==> config.mk <==
export PLATFORM = sky130hd
export DESIGN_NAME = lcd_nibble_tx_flat
export DESIGN_NICKNAME = d
export VERILOG_FILES = /design/src/rtl/lcd_nibble_tx_if.sv /design/src/rtl/lcd_nibble_tx.sv /design/src/flat_wrapper.sv
export SDC_FILE = /design/constraint.sdc
export NUM_CORES = 1
export LEC_CHECK = 0
export CAP_MARGIN = 20
export CORE_ASPECT_RATIO = 2
export CORE_MARGIN = 2
export CORE_UTILIZATION = 35
export DETAILED_ROUTE_END_ITERATION = 7
export PLACE_DENSITY = 0.59
export SLEW_MARGIN = 20
export SYNTH_ARGS = -nofsm -noshare
export SYNTH_HDL_FRONTEND = slang
export SYNTH_SLANG_ARGS = --single-unit
==> constraint.sdc <==
create_clock -name clk -period 2.6 [get_ports clk]
set_input_delay 0.52 -clock clk [delete_from_list [all_inputs] [get_ports clk]]
set_output_delay 0.52 -clock clk [all_outputs]
set_load 0.01 [all_outputs]
==> src/rtl/lcd_nibble_tx_if.sv <==
// Upstream handshake between the LCD init/text sequencer and the nibble write engine.
interface lcd_nibble_tx_if;
  logic       in_valid;
  logic       in_ready;
  logic       in_rs;
  logic [7:0] in_data;
  logic       in_nibble_only;
  logic       done;

  modport master (
    output in_valid, in_rs, in_data, in_nibble_only,
    input  in_ready, done
  );

  modport slave (
    input  in_valid, in_rs, in_data, in_nibble_only,
    output in_ready, done
  );
endinterface

==> src/rtl/lcd_nibble_tx.sv <==
// HD44780 4-bit write engine: sends one {rs, byte} as two E-strobed nibbles with
// microsecond-scaled setup/pulse/hold, then waits out the controller execution time.
module lcd_nibble_tx #(
  parameter int CYCLES_PER_US = 50,
  parameter int EXEC_US       = 40,
  parameter int LONG_EXEC_US  = 1640
) (
  input  logic                  clk,
  input  logic                  rst,
  lcd_nibble_tx_if.slave        up,
  output logic [3:0]            lcd_data,
  output logic                  lcd_e,
  output logic                  lcd_rs,
  output logic                  lcd_rw
);

  localparam int S  = CYCLES_PER_US;
  localparam int P  = CYCLES_PER_US;
  localparam int H  = CYCLES_PER_US;
  localparam int X  = EXEC_US * CYCLES_PER_US;
  localparam int XL = LONG_EXEC_US * CYCLES_PER_US;
  localparam int CW = $clog2(XL + 1);

  // Counters are loaded with length-1 and the phase ends on the cycle they read zero.
  localparam logic [CW-1:0] S_LOAD  = CW'(S - 1);
  localparam logic [CW-1:0] P_LOAD  = CW'(P - 1);
  localparam logic [CW-1:0] H_LOAD  = CW'(H - 1);
  localparam logic [CW-1:0] X_LOAD  = CW'(X - 1);
  localparam logic [CW-1:0] XL_LOAD = CW'(XL - 1);

  typedef enum logic [2:0] {
    ST_IDLE,
    ST_SETUP,
    ST_PULSE,
    ST_HOLD,
    ST_EXEC
  } state_t;

  state_t        state_q, state_d;
  logic [CW-1:0] cnt_q, cnt_d;
  logic [7:0]    data_q, data_d;
  logic          nib_only_q, nib_only_d;
  logic          long_q, long_d;
  logic          low_q, low_d;
  logic [3:0]    lcd_data_q, lcd_data_d;
  logic          lcd_e_q, lcd_e_d;
  logic          lcd_rs_q, lcd_rs_d;
  logic          done_q, done_d;
  logic          cnt_zero;

  assign cnt_zero = (cnt_q == '0);

  always_ff @(posedge clk) begin
    if (rst) begin
      state_q    <= ST_IDLE;
      cnt_q      <= '0;
      data_q     <= '0;
      nib_only_q <= 1'b0;
      long_q     <= 1'b0;
      low_q      <= 1'b0;
      lcd_data_q <= '0;
      lcd_e_q    <= 1'b0;
      lcd_rs_q   <= 1'b0;
      done_q     <= 1'b0;
    end else begin
      state_q    <= state_d;
      cnt_q      <= cnt_d;
      data_q     <= data_d;
      nib_only_q <= nib_only_d;
      long_q     <= long_d;
      low_q      <= low_d;
      lcd_data_q <= lcd_data_d;
      lcd_e_q    <= lcd_e_d;
      lcd_rs_q   <= lcd_rs_d;
      done_q     <= done_d;
    end
  end

  always_comb begin
    state_d    = state_q;
    cnt_d      = cnt_q;
    data_d     = data_q;
    nib_only_d = nib_only_q;
    long_d     = long_q;
    low_d      = low_q;
    lcd_data_d = lcd_data_q;
    lcd_e_d    = lcd_e_q;
    lcd_rs_d   = lcd_rs_q;

    unique case (state_q)
      ST_IDLE: begin
        if (up.in_valid) begin
          data_d     = up.in_data;
          nib_only_d = up.in_nibble_only;
          // Clear/home commands (0x01..0x03) need the long execution wait.
          long_d     = !up.in_rs && !up.in_nibble_only &&
                       (up.in_data[7:2] == 6'd0) && (up.in_data[1:0] != 2'd0);
          low_d      = 1'b0;
          lcd_rs_d   = up.in_rs;
          lcd_data_d = up.in_data[7:4];
          cnt_d      = S_LOAD;
          state_d    = ST_SETUP;
        end
      end
      ST_SETUP: begin
        if (cnt_zero) begin
          lcd_e_d = 1'b1;
          cnt_d   = P_LOAD;
          state_d = ST_PULSE;
        end else begin
          cnt_d = cnt_q - 1'b1;
        end
      end
      ST_PULSE: begin
        if (cnt_zero) begin
          lcd_e_d = 1'b0;
          cnt_d   = H_LOAD;
          state_d = ST_HOLD;
        end else begin
          cnt_d = cnt_q - 1'b1;
        end
      end
      ST_HOLD: begin
        if (!cnt_zero) begin
          cnt_d = cnt_q - 1'b1;
        end else if (!low_q && !nib_only_q) begin
          low_d      = 1'b1;
          lcd_data_d = data_q[3:0];
          cnt_d      = S_LOAD;
          state_d    = ST_SETUP;
        end else begin
          cnt_d   = long_q ? XL_LOAD : X_LOAD;
          state_d = ST_EXEC;
        end
      end
      ST_EXEC: begin
        if (cnt_zero) begin
          state_d = ST_IDLE;
        end else begin
          cnt_d = cnt_q - 1'b1;
        end
      end
      default: begin
        state_d = ST_IDLE;
      end
    endcase

    // Registered done lands on the last execution-wait cycle.
    done_d = (state_d == ST_EXEC) && (cnt_d == '0);
  end

  assign up.in_ready = (state_q == ST_IDLE) && !rst;
  assign up.done     = done_q;
  assign lcd_data    = lcd_data_q;
  assign lcd_e       = lcd_e_q;
  assign lcd_rs      = lcd_rs_q;
  assign lcd_rw      = 1'b0;

endmodule
==> src/flat_wrapper.sv <==
// flat-port wrapper written by rule: the top's interface ports become plain ports
module lcd_nibble_tx_flat 
#(
  parameter int CYCLES_PER_US = 50,
  parameter int EXEC_US       = 40,
  parameter int LONG_EXEC_US  = 1640
)
  (clk, rst, lcd_data, lcd_e, lcd_rs, lcd_rw, up_in_valid, up_in_rs, up_in_data, up_in_nibble_only, up_in_ready, up_done);
  lcd_nibble_tx_if up_i ();
  input  logic clk;
  input  logic rst;
  output logic [3:0] lcd_data;
  output logic lcd_e;
  output logic lcd_rs;
  output logic lcd_rw;
  input wire logic [$bits(up_i.in_valid)-1:0] up_in_valid;
  input wire logic [$bits(up_i.in_rs)-1:0] up_in_rs;
  input wire logic [$bits(up_i.in_data)-1:0] up_in_data;
  input wire logic [$bits(up_i.in_nibble_only)-1:0] up_in_nibble_only;
  output wire logic [$bits(up_i.in_ready)-1:0] up_in_ready;
  output wire logic [$bits(up_i.done)-1:0] up_done;
  assign up_i.in_valid = up_in_valid;
  assign up_i.in_rs = up_in_rs;
  assign up_i.in_data = up_in_data;
  assign up_i.in_nibble_only = up_in_nibble_only;
  assign up_in_ready = up_i.in_ready;
  assign up_done = up_i.done;
  lcd_nibble_tx #(.CYCLES_PER_US(CYCLES_PER_US), .EXEC_US(EXEC_US), .LONG_EXEC_US(LONG_EXEC_US)) u_core (.clk(clk), .rst(rst), .up(up_i), .lcd_data(lcd_data), .lcd_e(lcd_e), .lcd_rs(lcd_rs), .lcd_rw(lcd_rw));
endmodule
# == After elaboration in Yosys (flattened, before gate mapping) ==
# Index checks and enable logic that the tools add are counted.
# totals
register_bits,34
in_bits,13
word_cells,68
# classes
n_addsub,1
n_eq_ne,10
n_mux,25
reduce_logical,22
# ops
cell,count
$mux 17,6
$pmux 17 s4,1
$logic_not 17->1,2
$mux 3,6
$sub 17x1->17 const B,1
$pmux 3 s5,1
$mux 4,3
$ne 2x1->1 const B,4
$pmux 4 s2,1
$eq 3x2->1 const B,2
$eq 3x3->1 const B,2
$logic_and 1x1->1,6
$logic_not 6->1,1
$reduce_bool 2->1,3
$logic_not 1->1,5
$mux 1,5
$pmux 1 s2,2
$reduce_and 4->1,1
$eq 3x1->1 const B,1
$logic_not 3->1,1
$reduce_and 3->1,1
$ne 2x2->1 const B,1
$reduce_and 2->1,1
$reduce_or 2->1,1

# == Longest topological paths before layout ==
# logic_depth
word_depth,7
mapped_depth,12

# == Worst setup path after synthesis ==
# OpenSTA, ideal clock, no wires.
# synth_path
path_type,reg2reg
start,register u_core.cnt_q[8]
end,"register u_core.done_q, in the netlist u_core.up.done"
t_arrival_ns,2.542
setup_slack_ns,-0.003
stages_incl_launch_ff,13
path_buffers,1
period_less_slack_ns,2.603
cell_sequence,dfxtp_1 buf_6 or4_4 nor3_4 and2_4 inv_4 ha_1 mux2i_1 mux2i_1 a211o_1 nor3_1 and4_1 and4_1
# synth_via
elab_chain_len,5
word_cells_on_any_way,15
cone_classes,1 x add/sub; 1 x eq/ne; 10 x mux; 3 x reduce/logical
# synth_lines
item,line,text
"start, declared",lcd_nibble_tx.sv:40,"logic [CW-1:0] cnt_q, cnt_d;"
"start signal, assigned",lcd_nibble_tx.sv:67,cnt_q <= cnt_d;
$sub 17x1->17 / $logic_not 17->1 (equally long branches),--,
$mux 17 (tied with other cells),lcd_nibble_tx.sv:137,if (cnt_zero) begin
$pmux 17 s4 / $pmux 3 s5 (equally long branches),lcd_nibble_tx.sv:90,unique case (state_q)
$logic_not 17->1 / $eq 3x3->1 (equally long branches),lcd_nibble_tx.sv:149,done_d = (state_d == ST_EXEC) && (cnt_d == '0);
$logic_and 1x1->1 (*),lcd_nibble_tx.sv:149,
"end signal, assigned",lcd_nibble_tx.sv:75,done_q <= done_d;
"end, declared",lcd_nibble_tx.sv:48,"logic done_q, done_d;"
# Mark *: on every way between the ends. The rest lies on a longest branch, timed or not.
# A chain may end at the register's enable or synchronous reset.

# == Final worst setup path ==
# layout_path
start,register u_core.cnt_q[0]
end,"register u_core.done_q, in the netlist u_core.up.done"
# Same word-level chain as after synthesis.

==> Flow_metrics.wiki <==
{| class="wikitable"
! Metric !! Value
|-
| NumNets Final || 374
|-
| Fraction of the mapped netlist area in simple logic gates || 35.1%
|-
| Xor-xnor portion of the synthesized cell area || under 10%
|-
| Failing checks || negative setup slack
|-
| Area share of the largest cell type after synthesis || around 31%
|-
| Register bit count reported by yosys || 34
|-
| Max Used Layer || met4
|-
| DIE AREA || between 6000 and 7000 um2
|-
| Synthesized area divided by synthesized cell count || 7.34 um2
|-
| Routed vias/inst || around 5.6
|-
| Type of destination of the critical path || register
|-
| Cell variety after synth || 57
|-
| Mux contribution to synthesized area || less than 1%
|-
| Ranking of synthesized cells by area || dfxtp_1, a21oi_1, nand2_1, nor2_1, nor4_1
|-
| Synth cell count leaders || nand2_1, a21oi_1, nor2_1
|-
| Leakage component of the power || between 1 and 1.5 nW
|-
| I/O pin total || 22
|-
| Antenna diode instance count || 0
|-
| TritonCTS clock tree || yes
|-
| Metal2 WL || ~4100 um
|-
| Total count of hold-check failures in the final report || 0
|-
| Port Buffer Count || 20
|-
| Total setup violations reported at the end of the flow || 1
|-
| Cell Rows || 40
|-
| Mapped Area || between 2000 and 2500 um2
|-
| WL met1 || 2530 um
|-
| Clock root buffer master || clkbuf_16
|-
| Die W || roughly 60 um
|-
| Yosys synthesis warning count || 0
|-
| Final period utilization || 102%
|-
| Die boundary height || between 100 and 150 um
|-
| Main synth FF type || dfxtp_1
|-
| Final-layout fill cell count || 602
|-
| Fraction of final layout cells with drive strength greater than 1 || between 20 and 25%
|-
| TritonCTS buffer count || 5
|-
| Ordered cell list for the critical path || inv_1, ha_1, nor4b_1, and4_1, or2_1, buf_4, a32oi_1, a21o_1, nor4_2, and4_1, and4_1
|-
| Worst hold-check path type || register to register
|-
| Worst path arrival time || 2.88 ns
|-
| HPWL Detailed || 5930 um
|-
| Clk pin slew, worst setup/hold paths || about 0.060 ns
|-
| Sequential cell area || between 600 and 700 um2
|-
| Finished Cell Area || between 2000 and 3000 um2
|-
| Maximum level of the CTS H-tree || 2
|-
| Cell with the most instances after synthesis || nand2_1
|-
| Outcome || finished with violations
|-
| Post-route DRC violation count || 0
|-
| Most frequent cell on the critical path || and4_1
|-
| Largest voltage drop on the vdd net || 0.649 mV
|-
| Total met3 wirelength after detailed routing || 301 um
|-
| Main combinational cell family by area after synthesis || simple AND/OR/NAND/NOR gates
|-
| Number of violations of the max-capacitance limit || 0
|-
| Compound-cell area share of the yosys netlist || 23.8%
|-
| Setup repair after global routing missed its margin || yes
|-
| Post-synthesis adder-cell area fraction || 1.71%
|-
| Remaining global-route overflow || 0
|-
| Pre-antenna DRT Iters || 4
|-
| Final critical-path setup slack || -0.0568 ns
|-
| Maximum operating frequency || between 0.3 and 0.4 GHz
|-
| RePlAce Congestion || 0.970
|-
| Number of global-route vias before repair || around 2500
|-
| Area of the multi-input gates || 1410 um2
|-
| Final-layout setup total negative slack || -0.0568 ns
|-
| Wire length of the first global-routing pass || 12300 um
|-
| Number of synthesized flops with an enable pin || 0
|-
| Kind of cell adding the most delay to the critical path || simple AND/OR/NAND/NOR gates
|-
| Cell taking the most area after synthesis || dfxtp_1
|-
| Initial core utilization || 36.3%
|-
| Data required time of the critical path || about 2.8 ns
|-
| Net count after synthesis || about 320
|-
| Highest-delay cell along the critical path || nor4b_1
|-
| Clk sinks || 34
|-
| P&R area growth vs syn || 36.4%
|-
| Area inside the core boundary || 6060 um2
|-
| Post-synthesis async set-or-reset flop share || 0%
|-
| Sequential element share of the synthesized area || 31.0%
|-
| Final min period || between 2 and 3 ns
|-
| Clock latency on the worst-skew pair || 0.28 ns
|-
| Hold slack || 0.456 ns
|-
| Clock skew after layout || a little over 0.004 ns
|-
| Type of the worst setup path || register to register
|-
| Count of routing violations after the opening detailed-route iteration || 115
|-
| Final slew viol count || 0
|-
| Mapped Cells || 299
|-
| Routed Antenna Nets || 0
|-
| Largest net degree at the start of global routing || 35
|-
| WP buf/inv || 2
|-
| Final wirelength || roughly 7600 um
|-
| Antenna violations before repair || 0
|-
| CTS Buffer Depth || 2
|-
| Vias post-DR || 2468
|-
| Launching element type of the critical path || register
|-
| Placed Instance Area || roughly 2800 um2
|-
| Largest fanout on the critical path || 5
|-
| Power per cell area || about 1600 nW/um2
|-
| Maximum cell stage delay along the critical path || 0.41 ns
|-
| Drt wl/cell || roughly 17 um
|-
| Total global-route track usage || between 20% and 30%
|}
==> cell type report <==
| type | count | share of cell area (%) |
|---|---|---|
| Timing Repair Buffer | 74 | 20.2 |
| Tap cell | 84 | 3.51 |
| Inverter | 5 | 0.710 |
| Clock buffer | 8 | 5.56 |
| Sequential cell | 34 | 22.8 |
| Multi-Input combinational cell | 238 | 47.2 |
==> state kept, by name (all words and copies together), names as in the netlist, 3 cells and up <==
signal           flops
u_core.lcd_data      4
u_core.cnt_q        17
u_core.state_q       3
u_core.data_q        4
==> layer usage <==
layer  up-vias  GRT usage, %
met3        41          3.35
met4         0          20.4
met5         -             0
met1      1132          22.2
li1       1199             -
met2        96          44.4
==> cells by family after synthesis <==
group	after synthesis
adders and majority gates	3
DFF	34
buffers and inverters	27
other	1
AOI/OAI and AO/OA	82
muxes	2
and+or+nand+nor	147
xor gates and xnor gates	3
==> report_power, final <==
part	total, mW	switching [mW]	internal, mW	leakage (nW)
clock	0.664	0.230	0.434	0.0832
sequential	0.812	0.142	0.669	0.278
combinational	3.19	1.70	1.49	0.827
total	4.66	2.07	2.59	1.19
==> worst min-delay path: stages, from the launching register on <==
cell	delay (ns)
dfxtp_1	0.31
nand2_1	0.05
a21oi_1	0.05
==> per-stage QoR <==
step / instances / power, mW / util, % / setup slack (ns)
after CTS: 441 / 4.55 / 48.9 / 0.0193
final: 443 / 4.66 / 49.4 / -0.0568
after global placement: 431 / 3.79 / 45.6 / -0.00291
after global routing: 443 / 5.00 / 49.4 / -0.251
after floorplan: 299 / 2.64 / - / 0.000191
after detailed placement: 431 / 3.82 / 45.6 / -0.0397
==> repair_timing <==
action / CTS / global route
gates cloned: 0 / 0
hold buffers: 0 / 0
resized for setup: 2 / 4
buffers inserted: 2 / 2
pin swaps: 7 / 4
endpoints found under the setup margin: 1 / 5
==> layout by cell type, fill, tap and decap left out, types with 4 or more instances in the layout <==
cell / netlist / final
a21oi_1: 37 / 37
inv_1: 4 / 4
nor2_1: 36 / 35
clkdlybuf4s50_1: 0 / 20
o211ai_1: 5 / 5
nor2b_1: 10 / 10
nand2_1: 39 / 39
clkbuf_16: 0 / 5
o21ai_0: 8 / 8
nor4_1: 11 / 10
dfxtp_1: 34 / 33
a22oi_1: 4 / 4
buf_4: 2 / 54
nand3_1: 9 / 9
and4_1: 4 / 4
nor3_1: 12 / 11
==> path summary, 6_finish.rpt <==
kind | from | endpoint | slack [ns] | cells after the start
setup / recovery | u_core.cnt_q[0]$_SDFF_PP0_ | u_core.up.done$_SDFF_PP0_ | -0.06 | 11
hold reg to reg | u_core.data_q[2]$_SDFFE_PP0P_ | u_core.data_q[2]$_SDFFE_PP0P_ | 0.46 | 2
hold / removal | u_core.data_q[2]$_SDFFE_PP0P_ | u_core.data_q[2]$_SDFFE_PP0P_ | 0.46 | 2
setup reg to reg | u_core.cnt_q[0]$_SDFF_PP0_ | u_core.up.done$_SDFF_PP0_ | -0.06 | 11
Power figures use the tool's default switching activity.
